<file path="src/rtl/terpine_pkg.sv">
// Shared constants and types for the readout sequencer: read_out opcodes,
// readout RAM geometry and the scheduler state encoding.
package terpine_pkg;
    localparam logic [2:0] OP_FIFO_READ = 3'd5;
    localparam logic [2:0] OP_RAM_READ  = 3'd6;
    localparam int         RAM_DEPTH    = 1024;
    localparam int         RAM_AW       = $clog2(RAM_DEPTH);
    localparam int         WORDS        = 5;

    typedef enum logic [2:0] {
        ST_IDLE,
        ST_FIFO_CMD,
        ST_FIFO_HOLD,
        ST_ADDR_CMD,
        ST_SEND,
        ST_PKT_HOLD
    } sched_state_t;

    // Addresses wrap at the RAM depth, which keeps them aligned with the read_out write pointer.
    function automatic logic [RAM_AW-1:0] raddr_advance(input logic [RAM_AW-1:0] addr,
                                                        input int unsigned       words);
        return addr + RAM_AW'(words);
    endfunction
endpackage

</file>
<file path="src/rtl/readout_scheduler_if.sv">
// Bus between the readout scheduler and the read_out / transmit logic.
// Handshake: strobe and tx_strobe are toggles. Every edge in either direction issues exactly one
// command (strobe) or releases exactly one packet (tx_strobe). command/opcode are valid from their
// strobe edge until the next one. There is no ready signal: the scheduler spaces edges far enough
// apart that the consumer always accepts them.
interface readout_scheduler_if #(parameter int B = 24);
    logic                      enable;
    logic [B:1]                fifo_empty;
    logic [19:0]               command;
    logic [2:0]                opcode;
    logic                      strobe;
    logic                      tx_strobe;
    logic [7:0]                seqnum;
    logic                      busy;
    terpine_pkg::sched_state_t state;

    modport master (input  enable, fifo_empty,
                    output command, opcode, strobe, tx_strobe, seqnum, busy, state);
    modport slave  (output enable, fifo_empty,
                    input  command, opcode, strobe, tx_strobe, seqnum, busy, state);
endinterface

</file>
<file path="src/rtl/readout_scheduler_rr_pick.sv">
// Round-robin first-set search over units [B:1], starting at last+1 and wrapping B -> 1.
// Purely combinational; o_found is low when no unit is requesting.
module rr_pick #(
    parameter int B = 24
) (
    input  logic [B:1] i_req,
    input  logic [4:0] i_last,
    output logic       o_found,
    output logic [4:0] o_unit
);
    logic [2*B-1:0] w_req2;
    logic [B-1:0]   w_rot;
    logic [5:0]     w_off;
    logic [5:0]     w_sum;

    // Bit j of w_rot is unit last+1+j; doubling the vector turns the B -> 1 wrap into a plain shift.
    assign w_req2 = {i_req, i_req};
    assign w_rot  = B'(w_req2 >> i_last);

    always_comb begin
        o_found = 1'b0;
        w_off   = 6'd0;
        for (int j = B - 1; j >= 0; j--) begin
            if (w_rot[j]) begin
                o_found = 1'b1;
                w_off   = 6'(j);
            end
        end
        w_sum  = 6'(i_last) + w_off + 6'd1;
        o_unit = (w_sum > 6'(B)) ? 5'(w_sum - 6'(B)) : 5'(w_sum);
    end
endmodule

</file>
<file path="src/rtl/readout_scheduler.sv">
// Readout scheduler: drains one non-empty FIFO unit into the readout RAM, points the RAM read
// address at the new words and releases one packet; sends a heartbeat packet when idle too long.
module readout_scheduler #(
    parameter int B         = 24,
    parameter int WORDS     = terpine_pkg::WORDS,
    parameter int FIFO_WAIT = 340,
    parameter int PKT_WAIT  = 184,
    parameter int HEARTBEAT = 1000000
) (
    input logic                 clk,
    input logic                 rst_n,
    readout_scheduler_if.master bus
);
    import terpine_pkg::*;

    localparam int WAIT_MAX = (FIFO_WAIT > PKT_WAIT) ? FIFO_WAIT : PKT_WAIT;
    localparam int WAIT_W   = $clog2(WAIT_MAX + 1);
    localparam int HB_W     = $clog2(HEARTBEAT + 1);

    sched_state_t      r_state;
    logic [4:0]        r_unit;
    logic [4:0]        r_last;
    logic [RAM_AW-1:0] r_raddr;
    logic [WAIT_W-1:0] r_wait;
    logic [HB_W-1:0]   r_hb;
    logic              r_heartbeat;
    logic [19:0]       r_command;
    logic [2:0]        r_opcode;
    logic              r_strobe;
    logic              r_tx_strobe;
    logic [7:0]        r_seqnum;
    logic              r_busy;

    logic [B:1]        w_req;
    logic              w_found;
    logic [4:0]        w_unit;

    assign w_req = ~bus.fifo_empty;

    rr_pick #(.B(B)) u_rr_pick (
        .i_req   (w_req),
        .i_last  (r_last),
        .o_found (w_found),
        .o_unit  (w_unit)
    );

    always_ff @(posedge clk or negedge rst_n) begin
        if (!rst_n) begin
            r_state     <= ST_IDLE;
            r_unit      <= 5'd0;
            r_last      <= 5'(B);
            r_raddr     <= '0;
            r_wait      <= '0;
            r_hb        <= '0;
            r_heartbeat <= 1'b0;
            r_command   <= 20'd0;
            r_opcode    <= 3'd0;
            r_strobe    <= 1'b0;
            r_tx_strobe <= 1'b0;
            r_seqnum    <= 8'd0;
            r_busy      <= 1'b0;
        end else begin
            unique case (r_state)
                ST_IDLE: begin
                    if (bus.enable && w_found) begin
                        r_unit  <= w_unit;
                        r_hb    <= '0;
                        r_busy  <= 1'b1;
                        r_state <= ST_FIFO_CMD;
                    end else if (bus.enable && (r_hb == HB_W'(HEARTBEAT - 1))) begin
                        // Nothing to drain for too long: send an empty packet at the current address.
                        r_heartbeat <= 1'b1;
                        r_hb        <= '0;
                        r_busy      <= 1'b1;
                        r_state     <= ST_ADDR_CMD;
                    end else if (bus.enable) begin
                        r_hb <= r_hb + HB_W'(1);
                    end else begin
                        r_hb <= '0;
                    end
                end
                ST_FIFO_CMD: begin
                    r_opcode  <= OP_FIFO_READ;
                    r_command <= {15'b0, r_unit};
                    r_strobe  <= ~r_strobe;
                    r_wait    <= WAIT_W'(FIFO_WAIT - 1);
                    r_state   <= ST_FIFO_HOLD;
                end
                ST_FIFO_HOLD: begin
                    if (r_wait == '0) begin
                        r_state <= ST_ADDR_CMD;
                    end else begin
                        r_wait <= r_wait - WAIT_W'(1);
                    end
                end
                ST_ADDR_CMD: begin
                    r_opcode  <= OP_RAM_READ;
                    r_command <= {10'b0, r_raddr};
                    r_strobe  <= ~r_strobe;
                    if (!r_heartbeat) begin
                        r_raddr <= raddr_advance(r_raddr, WORDS);
                    end
                    r_state   <= ST_SEND;
                end
                ST_SEND: begin
                    r_tx_strobe <= ~r_tx_strobe;
                    r_seqnum    <= r_seqnum + 8'd1;
                    r_wait      <= WAIT_W'(PKT_WAIT - 1);
                    if (!r_heartbeat) begin
                        r_last <= r_unit;
                    end
                    r_state     <= ST_PKT_HOLD;
                end
                ST_PKT_HOLD: begin
                    if (r_wait == '0) begin
                        r_heartbeat <= 1'b0;
                        r_busy      <= 1'b0;
                        r_state     <= ST_IDLE;
                    end else begin
                        r_wait <= r_wait - WAIT_W'(1);
                    end
                end
                default: begin
                    r_busy  <= 1'b0;
                    r_state <= ST_IDLE;
                end
            endcase
        end
    end

    assign bus.command   = r_command;
    assign bus.opcode    = r_opcode;
    assign bus.strobe    = r_strobe;
    assign bus.tx_strobe = r_tx_strobe;
    assign bus.seqnum    = r_seqnum;
    assign bus.busy      = r_busy;
    assign bus.state     = r_state;
endmodule

</file>
<file path="src/flat_wrapper.sv">
// flat-port wrapper written by rule: the top's interface ports become plain ports
module readout_scheduler_flat import terpine_pkg::*;
#(
    parameter int B         = 24,
    parameter int WORDS     = terpine_pkg::WORDS,
    parameter int FIFO_WAIT = 340,
    parameter int PKT_WAIT  = 184,
    parameter int HEARTBEAT = 1000000
)
  (clk, rst_n, bus_enable, bus_fifo_empty, bus_command, bus_opcode, bus_strobe, bus_tx_strobe, bus_seqnum, bus_busy, bus_state);
  readout_scheduler_if #(.B(B)) bus_i ();
  input logic clk;
  input logic rst_n;
  input wire logic [$bits(bus_i.enable)-1:0] bus_enable;
  input wire logic [$bits(bus_i.fifo_empty)-1:0] bus_fifo_empty;
  output wire logic [$bits(bus_i.command)-1:0] bus_command;
  output wire logic [$bits(bus_i.opcode)-1:0] bus_opcode;
  output wire logic [$bits(bus_i.strobe)-1:0] bus_strobe;
  output wire logic [$bits(bus_i.tx_strobe)-1:0] bus_tx_strobe;
  output wire logic [$bits(bus_i.seqnum)-1:0] bus_seqnum;
  output wire logic [$bits(bus_i.busy)-1:0] bus_busy;
  output wire logic [$bits(bus_i.state)-1:0] bus_state;
  assign bus_i.enable = bus_enable;
  assign bus_i.fifo_empty = bus_fifo_empty;
  assign bus_command = bus_i.command;
  assign bus_opcode = bus_i.opcode;
  assign bus_strobe = bus_i.strobe;
  assign bus_tx_strobe = bus_i.tx_strobe;
  assign bus_seqnum = bus_i.seqnum;
  assign bus_busy = bus_i.busy;
  assign bus_state = bus_i.state;
  readout_scheduler #(.B(B), .WORDS(WORDS), .FIFO_WAIT(FIFO_WAIT), .PKT_WAIT(PKT_WAIT), .HEARTBEAT(HEARTBEAT)) u_core (.clk(clk), .rst_n(rst_n), .bus(bus_i));
endmodule
</file>
<file path="config.mk">
export PLATFORM = sky130hd
export DESIGN_NAME = readout_scheduler_flat
export DESIGN_NICKNAME = d
export VERILOG_FILES = /design/src/rtl/terpine_pkg.sv /design/src/rtl/readout_scheduler_if.sv /design/src/rtl/readout_scheduler_rr_pick.sv /design/src/rtl/readout_scheduler.sv /design/src/flat_wrapper.sv
export SDC_FILE = /design/constraint.sdc
export NUM_CORES = 1
export LEC_CHECK = 0
export CELL_PAD_IN_SITES_DETAIL_PLACEMENT = 1
export CELL_PAD_IN_SITES_GLOBAL_PLACEMENT = 1
export CORE_MARGIN = 3
export CORE_UTILIZATION = 41
export CTS_CLUSTER_DIAMETER = 150
export DETAILED_ROUTE_END_ITERATION = 7
export GPL_TIMING_DRIVEN = 1
export HOLD_SLACK_MARGIN = 0.15
export PLACE_DENSITY_LB_ADDON = 0.2
export SLEW_MARGIN = 20
export SYNTH_ARGS = -nofsm -noshare
export SYNTH_HDL_FRONTEND = slang
export SYNTH_HIERARCHICAL = 1
export SYNTH_SLANG_ARGS = --single-unit
</file>
<file path="constraint.sdc">
create_clock -name clk -period 4.5 [get_ports clk]
set_clock_uncertainty 0.1 [all_clocks]
set_input_delay 0.45 -clock clk [delete_from_list [all_inputs] [get_ports clk]]
set_output_delay 0.45 -clock clk [all_outputs]
set_load 0.005 [all_outputs]
</file>
Yosys cells after proc, flatten, opt, wreduce, memory -nomap -nowiden
Cells that the tools add are included.
- output and inout bits: 37
- input port bits: 27
- memories: 0
- bits in latches: 0
- logic and storage cells: 123
- register bits: 87
- memory bits (read-only): 0
- RAM bits: 0
- eq/ne operators: 12
- add/sub/neg operators: 7
- shifts and indexed selects: 1
- reduce and logical (&&, ||, !) cells: 17
- bitwise logic cells: 5
- $mul: 0
- multiplexer cells: 67
- divide/modulo/power cells: 0
- $lt $le $gt $ge: 1
- operators with widths (operator ; number):
    $mux 6 ; 23
    $mux 20 ; 3
    $shr 48x5->24 ; 1
    $pmux 20 s2 ; 1
    $mux 1 ; 28
    $pmux 9 s3 ; 1
    $not 24->24 ; 1
    $add 20x1->20 const B ; 1
    $eq 20x20->1 const B ; 1
    $pmux 3 s6 ; 1
    $mux 3 ; 4
    $add 10x3->10 const B ; 1
    $mux 5 ; 2
    $logic_not 9->1 ; 1
    $mux 9 ; 1
    $sub 9x1->9 const B ; 1
    $add 8x1->8 const B ; 1
    $reduce_and 2->1 ; 4
    $add 5x6->6 ; 1
    $add 6x1->6 const B ; 1
    $eq 3x2->1 const B ; 2
    $eq 3x3->1 const B ; 2
    $gt 6x5->1 const B ; 1
    $ne 2x1->1 const B ; 3
    16 further kinds ; 24

Depth between registers and ports, before layout
- word-level depth: 30
- mapped depth: 21
- gate-level depth less buffers: 18

Modules after synthesis
Netlist, hierarchy kept.
- modules (own cells, without submodules) (module ; instances ; seq. area each (µm²) ; area an instance (µm²) ; cells an instance):
    readout_scheduler ; 1 ; 1929.4 ; 3941.3 ; 406
    rr_pick ; 1 ; 0.0 ; 2638.8 ; 291

Worst setup path after synthesis
OpenSTA, ideal clock, no wires.
- path kind: register to register
- from: register u_core.r_last[1]
- to: register u_core.r_unit[3]
- stages on the path, launching flop included: 19
- required time: 4.275 ns
- path slack: 0.168 ns
- buffers on the path: 2
- data arrival time: 4.108 ns
- clock period less this slack: 4.332 ns
- cells stage by stage: dfrtp_1 -> buf_6 -> buf_12 -> mux4_2 -> mux2_4 -> mux2i_4 -> o22ai_1 -> or4_1 -> a31o_1 -> a21oi_2 -> ha_1 -> inv_1 -> fa_1 -> a21o_1 -> a21oi_1 -> xor2_1 -> o211ai_1 -> o21ai_0 -> mux2_2
- cells in the longest elaborated chain, start to end: 29
- ends and longest elaborated chain (item ; RTL line ; source):
    start, declared ; readout_scheduler.sv:22 ; logic [4:0] r_last;
    start signal, assigned ; readout_scheduler.sv:51 ; r_last <= 5'(B);
    start signal, assigned ; readout_scheduler.sv:110 ; r_last <= r_unit;
    $shr 48x5->24 ; readout_scheduler_rr_pick.sv:18 ; assign w_rot = B'(w_req2 >> i_last);
    $mux 5 ; readout_scheduler_rr_pick.sv:24 ; if (w_rot[j]) begin
    $mux 6 (23 in series) ; readout_scheduler_rr_pick.sv:24 ;
    $add 5x6->6 (*) ; readout_scheduler_rr_pick.sv:29 ; w_sum = 6'(i_last) + w_off + 6'd1;
    $add 6x1->6 (*) ; readout_scheduler_rr_pick.sv:29 ;
    $sub 5x5->5 / $gt 6x5->1 (equally long branches) ; readout_scheduler_rr_pick.sv:30 ; o_unit = (w_sum > 6'(B)) ? 5'(w_sum - 6'(B)) : 5'(w_sum);
    $mux 5 (*) ; readout_scheduler_rr_pick.sv:30 ;
    net u_core.w_unit[3] ; readout_scheduler.sv:36 ; logic [4:0] w_unit;
    end signal, assigned ; readout_scheduler.sv:66 ; r_unit <= w_unit;
    end, declared ; readout_scheduler.sv:21 ; logic [4:0] r_unit;
The timed path passes the listed nets; every way through them passes the cells marked *.
A chain may end at the register's enable or synchronous reset.

Final worst setup path
Ends and elaborated chain as after synthesis.

==> impl_metrics.py <==
metrics = {
    "outcome": {
        "status": "finished, violations left",
        "violations": "negative setup slack",
    },
    "setup_path": {
        "arrival_ps": 4760,
        "cp_top_family": "compound AO/OA/AOI/OAI gates",
        "crit_slowest_cell": "mux4_2",
        "start_kind": "flop",
        "setup.worst_path.end_class": "flop",
        "slowest_delay_ps": 570,
        "criticalPathCategory": "flop to flop",
        "crit_chain": "buf_12 -> mux4_2 -> mux2_4 -> buf_4 -> o22ai_1 -> o21a_1 -> nand2b_1 -> or3_1 -> o21ai_1 -> a211oi_2 -> buf_4 -> fa_2 -> a21o_1 -> a21oi_2 -> xor2_2 -> o211ai_1 -> o21ai_1 -> mux2_2",
        "path_max_fanout": 6,
        "crit_required_ps": 4620,
        "critical_path.n_buffers_inverters": 3,
    },
    "clocking": {
        "cts-root-buf": "clkbuf_16",
        "cts.sinks": 77,
        "htree_levels": 3,
        "clk_pin_slew_worst_paths_ps": 60,
        "cts_tree": "done",
        "clockBufferDepth": 2,
        "clk_latency_ps": 340,
        "cts_buffers": 9,
    },
    "logic_synthesis": {
        "syn_inst": 697,
        "ys_seq_area_share_pct": 29.3,
        "synth-seq-cells": 77,
        "synth_flop_cell": "dfrtp_1",
        "ys_top_cells_by_area": "dfrtp_1 29%, mux4_2 12%, mux2_2 5.5%, mux2i_1 4.9%, nand2_1 4.3%",
        "synth_top_area_share_pct": 28.5,
        "async_reset_ff_share_pct": 100,
        "yosysTopAreaCell": "dfrtp_1",
        "synth_edf_count": 0,
        "avgSynthCellArea_um2": 9.44,
        "synth_area_um2": 6580,
        "ys_warn_count": 6,
        "synth_cell_types": 86,
    },
    "routing": {
        "postRouteWirelength_um": 21600,
        "drtPass1Iterations": 7,
        "drc": 0,
        "wire_per_inst_um": 20.9,
        "via_per_inst": 5.94,
        "vias": 6132,
        "postRouteAntennaNets": 0,
        "drtIter0Drc": 342,
    },
    "cells_and_area": {
        "area_growth_pct": 30.0,
        "num-nets-final": 854,
        "mostFrequentLayoutCell": "buf_4",
        "diodes": 0,
        "drive_above_1_share_pct": 31.3,
        "n_fill_cell": 1777,
        "layout_common_cells": "89 x buf_4, 73 x dfrtp_1, 71 x nand2_1",
    },
    "sta": {
        "setup_ws_ps": -142,
        "min_period_ps": 4640,
        "tightestPinTransition_ps": 1190,
        "rsz0062_at_grt": "true",
        "slew_viol_final": 0,
        "hold_viol_final": 0,
        "finalSetupViolCount": 2,
        "hold_ws_ps": 144,
        "post-route-period-util_pct": 103,
        "maxSlewHeadroom_pct": 18.6,
        "max_freq_ghz": 0.215,
    },
    "power": {
        "p_per_area_nw_per_um2": 194,
        "peakVddDrop_uv": 165,
        "leakagePower_nw": 3.48,
    },
    "placement": {
        "pre_cts_slack_ps": -503,
        "gp_congestion": 0.902,
        "io_buffers": 53,
        "place_hpwl_um": 15900,
    },
    "floorplan": {
        "die_height_um": 133,
        "ios": 64,
        "die_x_um": 133,
        "dieArea_um2": 17600,
        "num_rows": 45,
        "initial_core_util_pct": 42.7,
        "core-area_um2": 15400,
    },
    "grt": {
        "grt_pass1_vias": 6374,
        "track_usage_pct": 24.4,
        "grt_overflow_total": 0,
        "grt_start_max_net_pins": 78,
        "antenna_found_initial": 0,
        "grt_pass1_wl_um": 34600,
    },
    "flow_run": {
        "drv_cap": 0,
    },
    "min_path": {
        "holdCritPathClass": "primary input to asynchronous set/reset pin",
    },
}
[cell type report]
type | instances | area (um2) | share of cell area [%]
clock buffer | 12 | 236 | 2.76
timing repair buffer | 153 | 1390 | 16.2
multi-input combinational | 538 | 4540 | 53.1
tap | 211 | 264 | 3.09
sequential | 77 | 1930 | 22.6
inverter | 38 | 143 | 1.67
clock inverter | 4 | 51.3 | 0.600
[kinds of logic (layout without fill, tap and decap cells)]
group / Yosys count / after routing / share of synthesized area [%]
AND/OR/NAND/NOR: 228 / 228 / 18.3
AO/OA/AOI/OAI: 164 / 164 / 16.8
multiplexers: 104 / 104 / 23.9
buffers and inverters: 91 / 207 / 6.77
flip-flops: 77 / 77 / 29.3
XOR/XNOR: 22 / 22 / 2.93
adder cells (fa/ha/maj): 10 / 10 / 2.02
other: 1 / 10 / 0.0570
[per-stage QoR]
| stage | area, um2 | util (%) | total power, mW | instances | setup TNS, ps |
|---|---|---|---|---|---|
| 6_report | 8550 | 55.5 | 1.66 | 1033 | -188 |
| 5_1_grt | 8550 | 55.5 | 1.73 | 1033 | -606 |
| 4_1_cts | 8230 | 53.4 | 1.66 | 1025 | -34.4 |
| 3_5_place_dp | 7780 | 50.4 | 0.923 | 1000 | -5240 |
| 3_3_place_gp | 7780 | 50.4 | 0.916 | 1000 | -2830 |
| 2_1_floorplan | 6610 | - | 0.815 | 706 | 0 |
[sequential cells by signal, indices dropped and copies added (netlist names)]
name,count
u_core/r_heartbeat,1
u_core/bus.strobe,1
u_core/r_raddr,10
u_core/bus.tx_strobe,1
u_core/bus.seqnum,8
u_core/r_unit,5
u_core/r_wait,9
u_core/r_hb,20
u_core/r_last,5
u_core/bus.opcode,3
u_core/bus.command,10
u_core/bus.busy,1
u_core/bus.state,3
[worst reg2reg max path, stage by stage (launching register included)]
cell and delay (ps):
dfrtp_2 540, buf_12 180, mux4_2 570, mux2_4 320
buf_4 140, o22ai_1 190, o21a_1 180, nand2b_1 90
or3_1 320, o21ai_1 200, a211oi_2 130, buf_4 150
fa_2 340, a21o_1 200, a21oi_2 190, xor2_2 120
o211ai_1 220, o21ai_1 90, mux2_2 260
[synth_stat cells, types with 3 or more instances]
cell / count
ha_1: 9
a21boi_0: 4
mux4_2: 35
or3_1: 7
nand3_1: 23
nor2b_1: 6
clkbuf_1: 14
buf_1: 5
xor2_1: 8
o21ai_1: 3
o22ai_1: 7
nor4_2: 3
or2_2: 3
o221ai_1: 4
mux2_2: 32
xnor2_1: 14
buf_2: 19
a21oi_1: 29
nand2b_1: 11
dfrtp_1: 75
and3_1: 7
nand4_1: 8
buf_6: 3
a22o_1: 7
or4_1: 4
nand2_1: 75
nor3_1: 18
o211ai_1: 6
a211oi_1: 6
nor2_1: 35
o31ai_1: 6
and4_1: 3
a21o_1: 7
a41oi_1: 4
a31oi_1: 16
buf_4: 11
inv_1: 36
mux2i_1: 32
o21ai_0: 41
[metal layers]
metal / up-vias / routed length (um) / GRT usage [%]
met5: - / 0 / 0
met4: 0 / 312 / 5.43
met3: 29 / 1240 / 6.24
met2: 158 / 10700 / 40.3
met1: 3117 / 9330 / 32.4
li1: 2828 / - / -
[path summary, 6_finish.rpt]
check,slack [ps],endpoint,depth (start not counted),startpoint
max in group asynchronous,3450,u_core/r_last[1],1,rst_n
hold reg to reg,370,u_core/bus.tx_strobe,1,u_core/bus.tx_strobe
min in group clk,370,u_core/bus.tx_strobe,1,u_core/bus.tx_strobe
setup / recovery,-140,u_core/r_unit[3],18,u_core/r_last[1]
hold / removal,140,u_core/r_wait[1],1,rst_n
setup reg to reg,-140,u_core/r_unit[3],18,u_core/r_last[1]
[where the power goes]
| part | internal, mW | switching, mW |
|---|---|---|
| combinational | 0.119 | 0.125 |
| clock | 0.430 | 0.291 |
| sequential | 0.694 | 0.00149 |
[timing repair]
item,4_1_cts,5_1_grt
gates resized for setup,16,64
pin swaps,3,29
endpoints found under the setup margin,6,21
cloned,1,1
setup buffers,8,7
hold buffers,0,0
Power figures use the tool's default switching activity.
